### src/rtl/requant_rshift_pipe_pkg.sv
`default_nettype none
// ============================================================================
// Module  : requant_rshift_pipe_pkg
// Brief   : Shared widths for the requantizing right-shift pipeline.
// Revision: 1.0
// ============================================================================
package requant_rshift_pipe_pkg;

  localparam int RQ_ACC_W   = 32;
  localparam int RQ_SHIFT_W = 6;
  // One guard bit so the rounding add can never overflow the accumulator range
  localparam int RQ_SUM_W   = 33;

endpackage : requant_rshift_pipe_pkg
`default_nettype wire

### src/rtl/rq_asr_log.sv
`default_nettype none
// ============================================================================
// Module  : rq_asr_log
// Brief   : Combinational 5-stage logarithmic arithmetic right shifter.
// Revision: 1.0
// ============================================================================
module rq_asr_log
  import requant_rshift_pipe_pkg::*;
#(
  parameter int W = RQ_SUM_W
) (
  input  logic [W-1:0] din,
  input  logic [4:0]   shamt,
  output logic [W-1:0] dout
);

  logic [W-1:0] w_stg [0:5];

  assign w_stg[0] = din;

  // Stage i shifts by 16, 8, 4, 2, 1 in turn, filling with the sign bit
  for (genvar i = 0; i < 5; i++) begin : g_stage
    localparam int C_AMT = 1 << (4 - i);
    assign w_stg[i+1] = shamt[4-i]
                      ? {{C_AMT{w_stg[i][W-1]}}, w_stg[i][W-1:C_AMT]}
                      : w_stg[i];
  end

  assign dout = w_stg[5];

endmodule : rq_asr_log
`default_nettype wire

### src/rtl/requant_rshift_pipe.sv
`default_nettype none
// ============================================================================
// Module  : requant_rshift_pipe
// Brief   : 3-stage signed requantizer: round-half-up arithmetic right shift
//           of a 32-bit accumulator, then saturation to OUT_W bits.
// Revision: 1.0
// ============================================================================
module requant_rshift_pipe
  import requant_rshift_pipe_pkg::*;
#(
  parameter int OUT_W = 8,
  parameter int CNT_W = 16
) (
  input  logic                  clk,
  input  logic                  rst_n,
  input  logic                  in_valid,
  output logic                  in_ready,
  input  logic [RQ_ACC_W-1:0]   in_data,
  input  logic [RQ_SHIFT_W-1:0] in_shift,
  output logic                  out_valid,
  input  logic                  out_ready,
  output logic [OUT_W-1:0]      out_data,
  output logic                  out_sat,
  input  logic                  sat_clr,
  output logic [CNT_W-1:0]      sat_cnt
);

  localparam logic signed [RQ_SUM_W-1:0] C_SAT_MAX =
    {{(RQ_SUM_W-OUT_W+1){1'b0}}, {(OUT_W-1){1'b1}}};
  localparam logic signed [RQ_SUM_W-1:0] C_SAT_MIN =
    {{(RQ_SUM_W-OUT_W+1){1'b1}}, {(OUT_W-1){1'b0}}};

  logic                r_s1_valid;
  logic [RQ_SUM_W-1:0] r_s1_sum;
  logic [4:0]          r_s1_shamt;
  logic                r_s1_zero;
  logic                r_s2_valid;
  logic [RQ_SUM_W-1:0] r_s2_val;
  logic                r_s2_zero;
  logic                r_out_valid;
  logic [OUT_W-1:0]    r_out_data;
  logic                r_out_sat;
  logic [CNT_W-1:0]    r_sat_cnt;

  logic                w_ld1;
  logic                w_ld2;
  logic                w_ld3;
  logic [RQ_SUM_W-1:0] w_rnd;
  logic [RQ_SUM_W-1:0] w_sum;
  logic [RQ_SUM_W-1:0] w_shifted;
  logic                w_hi;
  logic                w_lo;
  logic [OUT_W-1:0]    w_res;
  logic                w_res_sat;

  // A stage loads when it is empty or its successor is loading this cycle
  assign w_ld3    = !r_out_valid || out_ready;
  assign w_ld2    = !r_s2_valid  || w_ld3;
  assign w_ld1    = !r_s1_valid  || w_ld2;
  assign in_ready = w_ld1;

  always_comb begin
    w_rnd = '0;
    if (!in_shift[5] && (in_shift[4:0] != 5'd0))
      w_rnd = RQ_SUM_W'(1) << (in_shift[4:0] - 5'd1);
  end

  assign w_sum = {in_data[RQ_ACC_W-1], in_data} + w_rnd;

  rq_asr_log #(
    .W     (RQ_SUM_W)
  ) u_asr (
    .din   (r_s1_sum),
    .shamt (r_s1_shamt),
    .dout  (w_shifted)
  );

  assign w_hi = $signed(r_s2_val) > C_SAT_MAX;
  assign w_lo = $signed(r_s2_val) < C_SAT_MIN;

  always_comb begin
    w_res     = r_s2_val[OUT_W-1:0];
    w_res_sat = 1'b0;
    if (r_s2_zero) begin
      w_res = '0;
    end else if (w_hi) begin
      w_res     = C_SAT_MAX[OUT_W-1:0];
      w_res_sat = 1'b1;
    end else if (w_lo) begin
      w_res     = C_SAT_MIN[OUT_W-1:0];
      w_res_sat = 1'b1;
    end
  end

  always_ff @(posedge clk or negedge rst_n) begin
    if (!rst_n) begin
      r_s1_valid  <= 1'b0;
      r_s1_sum    <= '0;
      r_s1_shamt  <= '0;
      r_s1_zero   <= 1'b0;
      r_s2_valid  <= 1'b0;
      r_s2_val    <= '0;
      r_s2_zero   <= 1'b0;
      r_out_valid <= 1'b0;
      r_out_data  <= '0;
      r_out_sat   <= 1'b0;
    end else begin
      if (w_ld1) begin
        r_s1_valid <= in_valid;
        if (in_valid) begin
          r_s1_sum   <= w_sum;
          r_s1_shamt <= in_shift[4:0];
          r_s1_zero  <= in_shift[5];
        end
      end
      if (w_ld2) begin
        r_s2_valid <= r_s1_valid;
        if (r_s1_valid) begin
          r_s2_val  <= w_shifted;
          r_s2_zero <= r_s1_zero;
        end
      end
      if (w_ld3) begin
        r_out_valid <= r_s2_valid;
        if (r_s2_valid) begin
          r_out_data <= w_res;
          r_out_sat  <= w_res_sat;
        end
      end
    end
  end

  always_ff @(posedge clk or negedge rst_n) begin
    if (!rst_n)
      r_sat_cnt <= '0;
    else if (sat_clr)
      r_sat_cnt <= '0;
    else if (r_out_valid && out_ready && r_out_sat && !(&r_sat_cnt))
      r_sat_cnt <= r_sat_cnt + 1'b1;
  end

  assign out_valid = r_out_valid;
  assign out_data  = r_out_data;
  assign out_sat   = r_out_sat;
  assign sat_cnt   = r_sat_cnt;

endmodule : requant_rshift_pipe
`default_nettype wire
### config.mk
export PLATFORM = sky130hd
export DESIGN_NAME = requant_rshift_pipe
export DESIGN_NICKNAME = d
export VERILOG_FILES = /design/src/rtl/requant_rshift_pipe_pkg.sv /design/src/rtl/rq_asr_log.sv /design/src/rtl/requant_rshift_pipe.sv
export SDC_FILE = /design/constraint.sdc
export NUM_CORES = 1
export LEC_CHECK = 0
export BUFFER_PORTS_ARGS = -buffer_cell sky130_fd_sc_hd__buf_4
export CAP_MARGIN = 30
export CORE_MARGIN = 2
export CORE_UTILIZATION = 25
export DETAILED_ROUTE_END_ITERATION = 12
export SKIP_CTS_REPAIR_TIMING = 1
export SLEW_MARGIN = 20
export SYNTH_ARGS = -nofsm -noshare
export SYNTH_HDL_FRONTEND = slang
export SYNTH_SLANG_ARGS = --single-unit
export TNS_END_PERCENT = 100
### constraint.sdc
create_clock -name clk -period 4.19 [get_ports clk]
set_input_delay 0.838 -clock clk [delete_from_list [all_inputs] [get_ports clk]]
set_output_delay 0.838 -clock clk [all_outputs]
set_load 0.01 [all_outputs]
## Word-level counts from Yosys, hierarchy flattened

Index checks and enable logic that the tools add are counted.

- Input bits: 43
- Register bits: 101
- Bits in read-only memories: 0
- Bits in latches: 0
- Bits in writable memories: 0
- Memories kept: 0
- Output and inout port bits: 27
- Logic and storage cells: 49

- Reduce and logical (&&, ||, !) cells: 18
- Bitwise logic cells: 0
- Order comparisons: 2
- Add/sub/neg operators: 3
- Div/mod/pow operators: 0
- Eq/ne operators: 0
- $mul: 0
- Shift-type cells: 1
- Multiplexer cells: 14

Operators with widths:

| kind | count |
|---|---|
| $mux 32 | 5 |
| $add 33x33->33 | 1 |
| $gt 33x8->1 const B | 1 |
| $lt 33x8->1 const B | 1 |
| $mux 33 | 1 |
| $shl 1x5->33 const A | 1 |
| $mux 16 | 2 |
| $mux 8 | 3 |
| $add 16x1->16 const B | 1 |
| $reduce_and 16->1 | 1 |
| $reduce_and 2->1 | 3 |
| $logic_not 1->1 | 5 |
| $reduce_bool 5->1 | 1 |
| $sub 5x1->5 const B | 1 |
| $logic_and 1x1->1 | 4 |
| $logic_or 1x1->1 | 3 |
| $mux 1 | 3 |
| $reduce_bool 2->1 | 1 |

## Depth between registers and ports, before layout

- Depth after elaboration: 5
- Gate-level depth with buffers: 15
- Mapped depth without buffers: 13

## By module

Synthesis repeated with hierarchy kept, for this count alone.

- Cells, all modules: 956
- Area, all modules: 8752.1 um^2

By module, submodules not included:

| module | area each (um^2) | cells an instance | sequential area each (um^2) | instances |
|---|---|---|---|---|
| requant_rshift_pipe | 6251.0 | 667 | 2527.4 | 1 |
| rq_asr_log | 2501.1 | 289 | 0.0 | 1 |

## Worst setup path before layout

Ideal clock, no wire load.

- Path kind: input to register
- Start point: input in_shift[0]
- End point: register r_s1_sum[31]
- Slack: 0.445 ns
- Library setup time: 0.131 ns
- Stages on the path: 14
- Data required time: 4.059 ns
- Arrival time: 3.614 ns
- Buffers on the path: 2
- Path through: clkbuf_1 -> nor2_1 -> ha_1 -> or3b_2 -> nor2_1 -> ha_1 -> buf_2 -> a21oi_1 -> o21ai_0 -> a21oi_1 -> nor3_1 -> a2111oi_1 -> o31a_1 -> nand3_1

- Word-level cells in the longest chain between the ends: 4
- Elaborated cells between the ends (all ways): 6
- Those cells by class: add/sub (2); shift (1); mux (1); reduce/logical (2)

Ends and longest elaborated chain:

| item | line | RTL |
|---|---|---|
| start: declaration | requant_rshift_pipe.sv:19 | `input logic [RQ_SHIFT_W-1:0] in_shift,` |
| $sub 5x1->5 / $reduce_bool 5->1 (equally long branches) | requant_rshift_pipe.sv:65, requant_rshift_pipe.sv:64 |  |
| $shl 1x5->33 / $logic_and 1x1->1 (equally long branches) | requant_rshift_pipe.sv:65, requant_rshift_pipe.sv:64 |  |
| $mux 33 (*) | requant_rshift_pipe.sv:64 | `if (!in_shift[5] && (in_shift[4:0] != 5'd0))` |
| $add 33x33->33 (*) | requant_rshift_pipe.sv:68 | `assign w_sum = {in_data[RQ_ACC_W-1], in_data} + w_rnd;` |
| end signal: assignment | requant_rshift_pipe.sv:111 | `r_s1_sum <= w_sum;` |
| end: declaration | requant_rshift_pipe.sv:34 | `logic [RQ_SUM_W-1:0] r_s1_sum;` |

Mark *: on every way between the ends. The rest lies on a longest branch, timed or not.
A chain may end at the register's enable or synchronous reset.

## Worst setup path in the final report

- Start point: input in_shift[1]
- End point: register r_s1_sum[31]

The elaborated chain is that of the path after synthesis.

==> impl_metrics.py <==
metrics = {
    "routing": {
        "drcViolationCount": 0,
        "highest-signal-layer": "met4",
        "post_drt_wl_per_cell_um": 15.7,
        "drt_iter0_drc": 495,
        "ant_nets": 0,
        "met2_length_mm": 9.63,
        "vias": 6893,
        "route.met3.wl_um": 991,
        "routed_via_density": 4.97,
        "dr.pass1.iters": 5,
        "drt-total-wl_mm": 21.7,
        "wl_met1_mm": 10.8,
    },
    "yosys": {
        "synth-edff-count": 0,
        "ys.flop_type": "dfrtp_1",
        "synth_top_area_share_pct": 32.2,
        "synth_most_common_cell": "nand2_1",
        "synthArstFlopShare_pct": 100,
        "syn_inst": 944,
        "synth.yosys.seq_area_share_pct": 32.2,
        "synth_xor_area_share_pct": 3.57,
        "ys_ff_latch": 101,
        "ys_top_cells_by_count": "nand2_1, nor2_1, dfrtp_1",
        "yosys.area.top_type": "dfrtp_1",
        "yosys-top-cells-area": "dfrtp_1, nand2_1, mux2i_1, o21ai_0, ha_1",
        "syn_nets": 1023,
        "syn_avg_cell_area_um2": 8.31,
        "synth_fa_ha_area_share_pct": 5.84,
        "synthMuxAreaShare_pct": 13.0,
        "ys_types": 77,
        "syn-cell-area_mm2": 0.00785,
        "yosysWarnings": 0,
        "synthSimpleGateAreaFrac_pct": 21.6,
        "synth_top_family_by_area": "simple AND/OR/NAND/NOR gates",
        "synth-compound-area-share_pct": 19.7,
    },
    "setup_path": {
        "r2r_start": "r_s1_shamt[3]",
        "path_class": "in2reg",
        "crit_path_start_kind": "input pin",
        "critPathRequiredTime_ns": 4.47,
        "cp.arrival_ns": 4.08,
        "crit_path_start": "in_shift[1]",
        "critical_path.max_fanout": 9,
        "crit_path_end_kind": "flop",
    },
    "clock_network": {
        "clk_pin_slew_ns": 0.06,
        "clk_latency_ns": 0.36,
        "clockBufferDepth": 2,
        "cts_sinks": 101,
        "ctsRootBufferMaster": "clkbuf_16",
        "cts_tree": "done",
        "numCtsBuffers": 9,
        "htree_levels": 3,
    },
    "floorplan": {
        "die_h_um": 181,
        "dieWidth_um": 181,
        "core_area_mm2": 0.0307,
        "row_count": 64,
        "initial_core_util_pct": 25.5,
        "dieArea_mm2": 0.0328,
        "ioPinCount": 70,
    },
    "sta": {
        "skew_ns": 0.0122,
        "setup_violations": 0,
        "fin_crit_sh_pct": 90.7,
        "whs_ns": 0.481,
        "fin_ws_ns": 0.391,
        "timing.setup.tns_ns": 0,
        "fin_crit_ns": 3.80,
        "tightest_slew_ns": 0.894,
        "hold_viol_final": 0,
        "drv_slew": 0,
        "relSlewSlack_pct": 40.4,
        "rsz0062_at_grt": "false",
        "fmax_ghz": 0.263,
    },
    "grt": {
        "grt_max_degree": 64,
        "overflow": 0,
        "antenna_found_initial": 1,
        "grt_usage_pct": 13.6,
        "grt_pass1_wl_mm": 36.2,
        "grt_pass1_vias": 6734,
    },
    "place": {
        "place_area_mm2": 0.00870,
        "gp_congestion": 0.873,
        "port_buffers": 69,
        "dp_cells": 1368,
        "pre_cts_ws_ns": 0.0756,
        "dpl.hpwl_mm": 17.0,
    },
    "finish": {
        "final_cell_count_no_fill": 1388,
        "final_core_util_pct": 29.5,
        "nets": 1066,
        "antenna_cells": 0,
        "drive_above_1_share_pct": 16.7,
        "syn2layout_area_growth_pct": 15.5,
        "postLayoutCellArea_mm2": 0.00907,
    },
    "job": {
        "drv_cap": 0,
    },
    "power": {
        "p_per_area_mw_per_mm2": 374,
        "power_mw": 3.39,
        "p_leak_nw": 3.95,
        "irDropWorstVdd_mv": 0.208,
    },
    "hold_path": {
        "worstHoldPathType": "reg2reg",
        "worstHoldStart": "r_s1_sum[1]",
    },
    "outcome": {
        "outcome": "complete, no violations",
    },
}
## path summary, 6_finish.rpt
check	endpoint	slack (ns)	cells after the start
hold reg to reg	r_s1_sum[1]	0.48	2
setup / recovery	r_s1_sum[31]	0.39	13
min in group asynchronous	r_s1_shamt[1]	0.57	1
max in group asynchronous	sat_cnt[5]	2.77	2
hold / removal	r_s1_sum[1]	0.48	2
setup reg to reg	r_s2_val[12]	1.45	8
## power breakdown
| part | internal (mW) | total, mW | switching [mW] |
|---|---|---|---|
| Clock | 0.484 | 0.871 | 0.387 |
| Combinational | 0.504 | 1.12 | 0.619 |
| Sequential | 1.19 | 1.40 | 0.214 |
## worst max-delay path, stage by stage
cell	delay, ns
buf_4	0.16
nor2_1	0.19
ha_1	0.33
or3b_2	0.52
nor2_1	0.17
ha_1	0.27
a21oi_1	0.27
o21ai_0	0.20
a21oi_1	0.17
nor3_1	0.06
a2111oi_1	0.56
o2111ai_1	0.21
nand3_1	0.13
## logic make-up (layout without fill, tap and decap cells)
group | after synthesis | in the layout
buffers and inverters | 71 | 119
DFF | 101 | 101
adders and majority gates | 36 | 36
xor gates and xnor gates | 32 | 32
AOI/OAI and AO/OA | 247 | 247
muxes | 88 | 88
and+or+nand+nor | 369 | 369
## layout by cell type (no fill, tap or decap), types with 4 or more instances in the layout
cell	synthesis	routed
nand2_1	149	148
nor2_1	106	106
dfrtp_1	101	101
o21ai_0	96	96
buf_4	2	80
a21oi_1	61	61
mux2i_1	49	49
ha_1	35	35
mux2_2	30	30
nand4_1	20	20
nand3_1	19	19
inv_1	18	18
xnor2_1	17	17
xor2_1	15	15
o21a_1	14	14
nor3_1	14	14
a21o_1	10	10
o21bai_1	10	10
a211oi_1	9	9
clkbuf_16	0	9
and3_1	8	8
mux4_2	8	8
nand3b_1	6	6
nor4_1	6	6
and2_1	6	6
o211ai_1	6	6
nand2b_1	6	6
or3_1	6	6
o31ai_1	5	5
a31oi_1	4	4
## cell type report
| class | count | area [µm²] |
|---|---|---|
| fill | 3344 | 21700 |
| multi-input combinational | 772 | 5010 |
| sequential | 101 | 2530 |
| timing repair buffer | 84 | 657 |
| tap | 396 | 495 |
| clock buffer | 10 | 239 |
| inverter | 19 | 71.3 |
| clock inverter | 6 | 70.1 |
## per-layer routing
layer  vias up  global-route usage, %
li1       3488                      -
met1      3226                   19.4
met2       160                   21.4
met3        19                   2.32
met4         0                   3.35
met5         -                      0
## registers in the layout, indices dropped and copies added, names as in the netlist
signal and flops:
r_s1_sum 33, r_s2_val 33, sat_cnt 16, out_data 8, r_s1_shamt 5, out_sat 1, out_valid 1, r_s1_valid 1
r_s1_zero 1, r_s2_valid 1, r_s2_zero 1
Note: power is estimated with default switching activity, not from simulation.
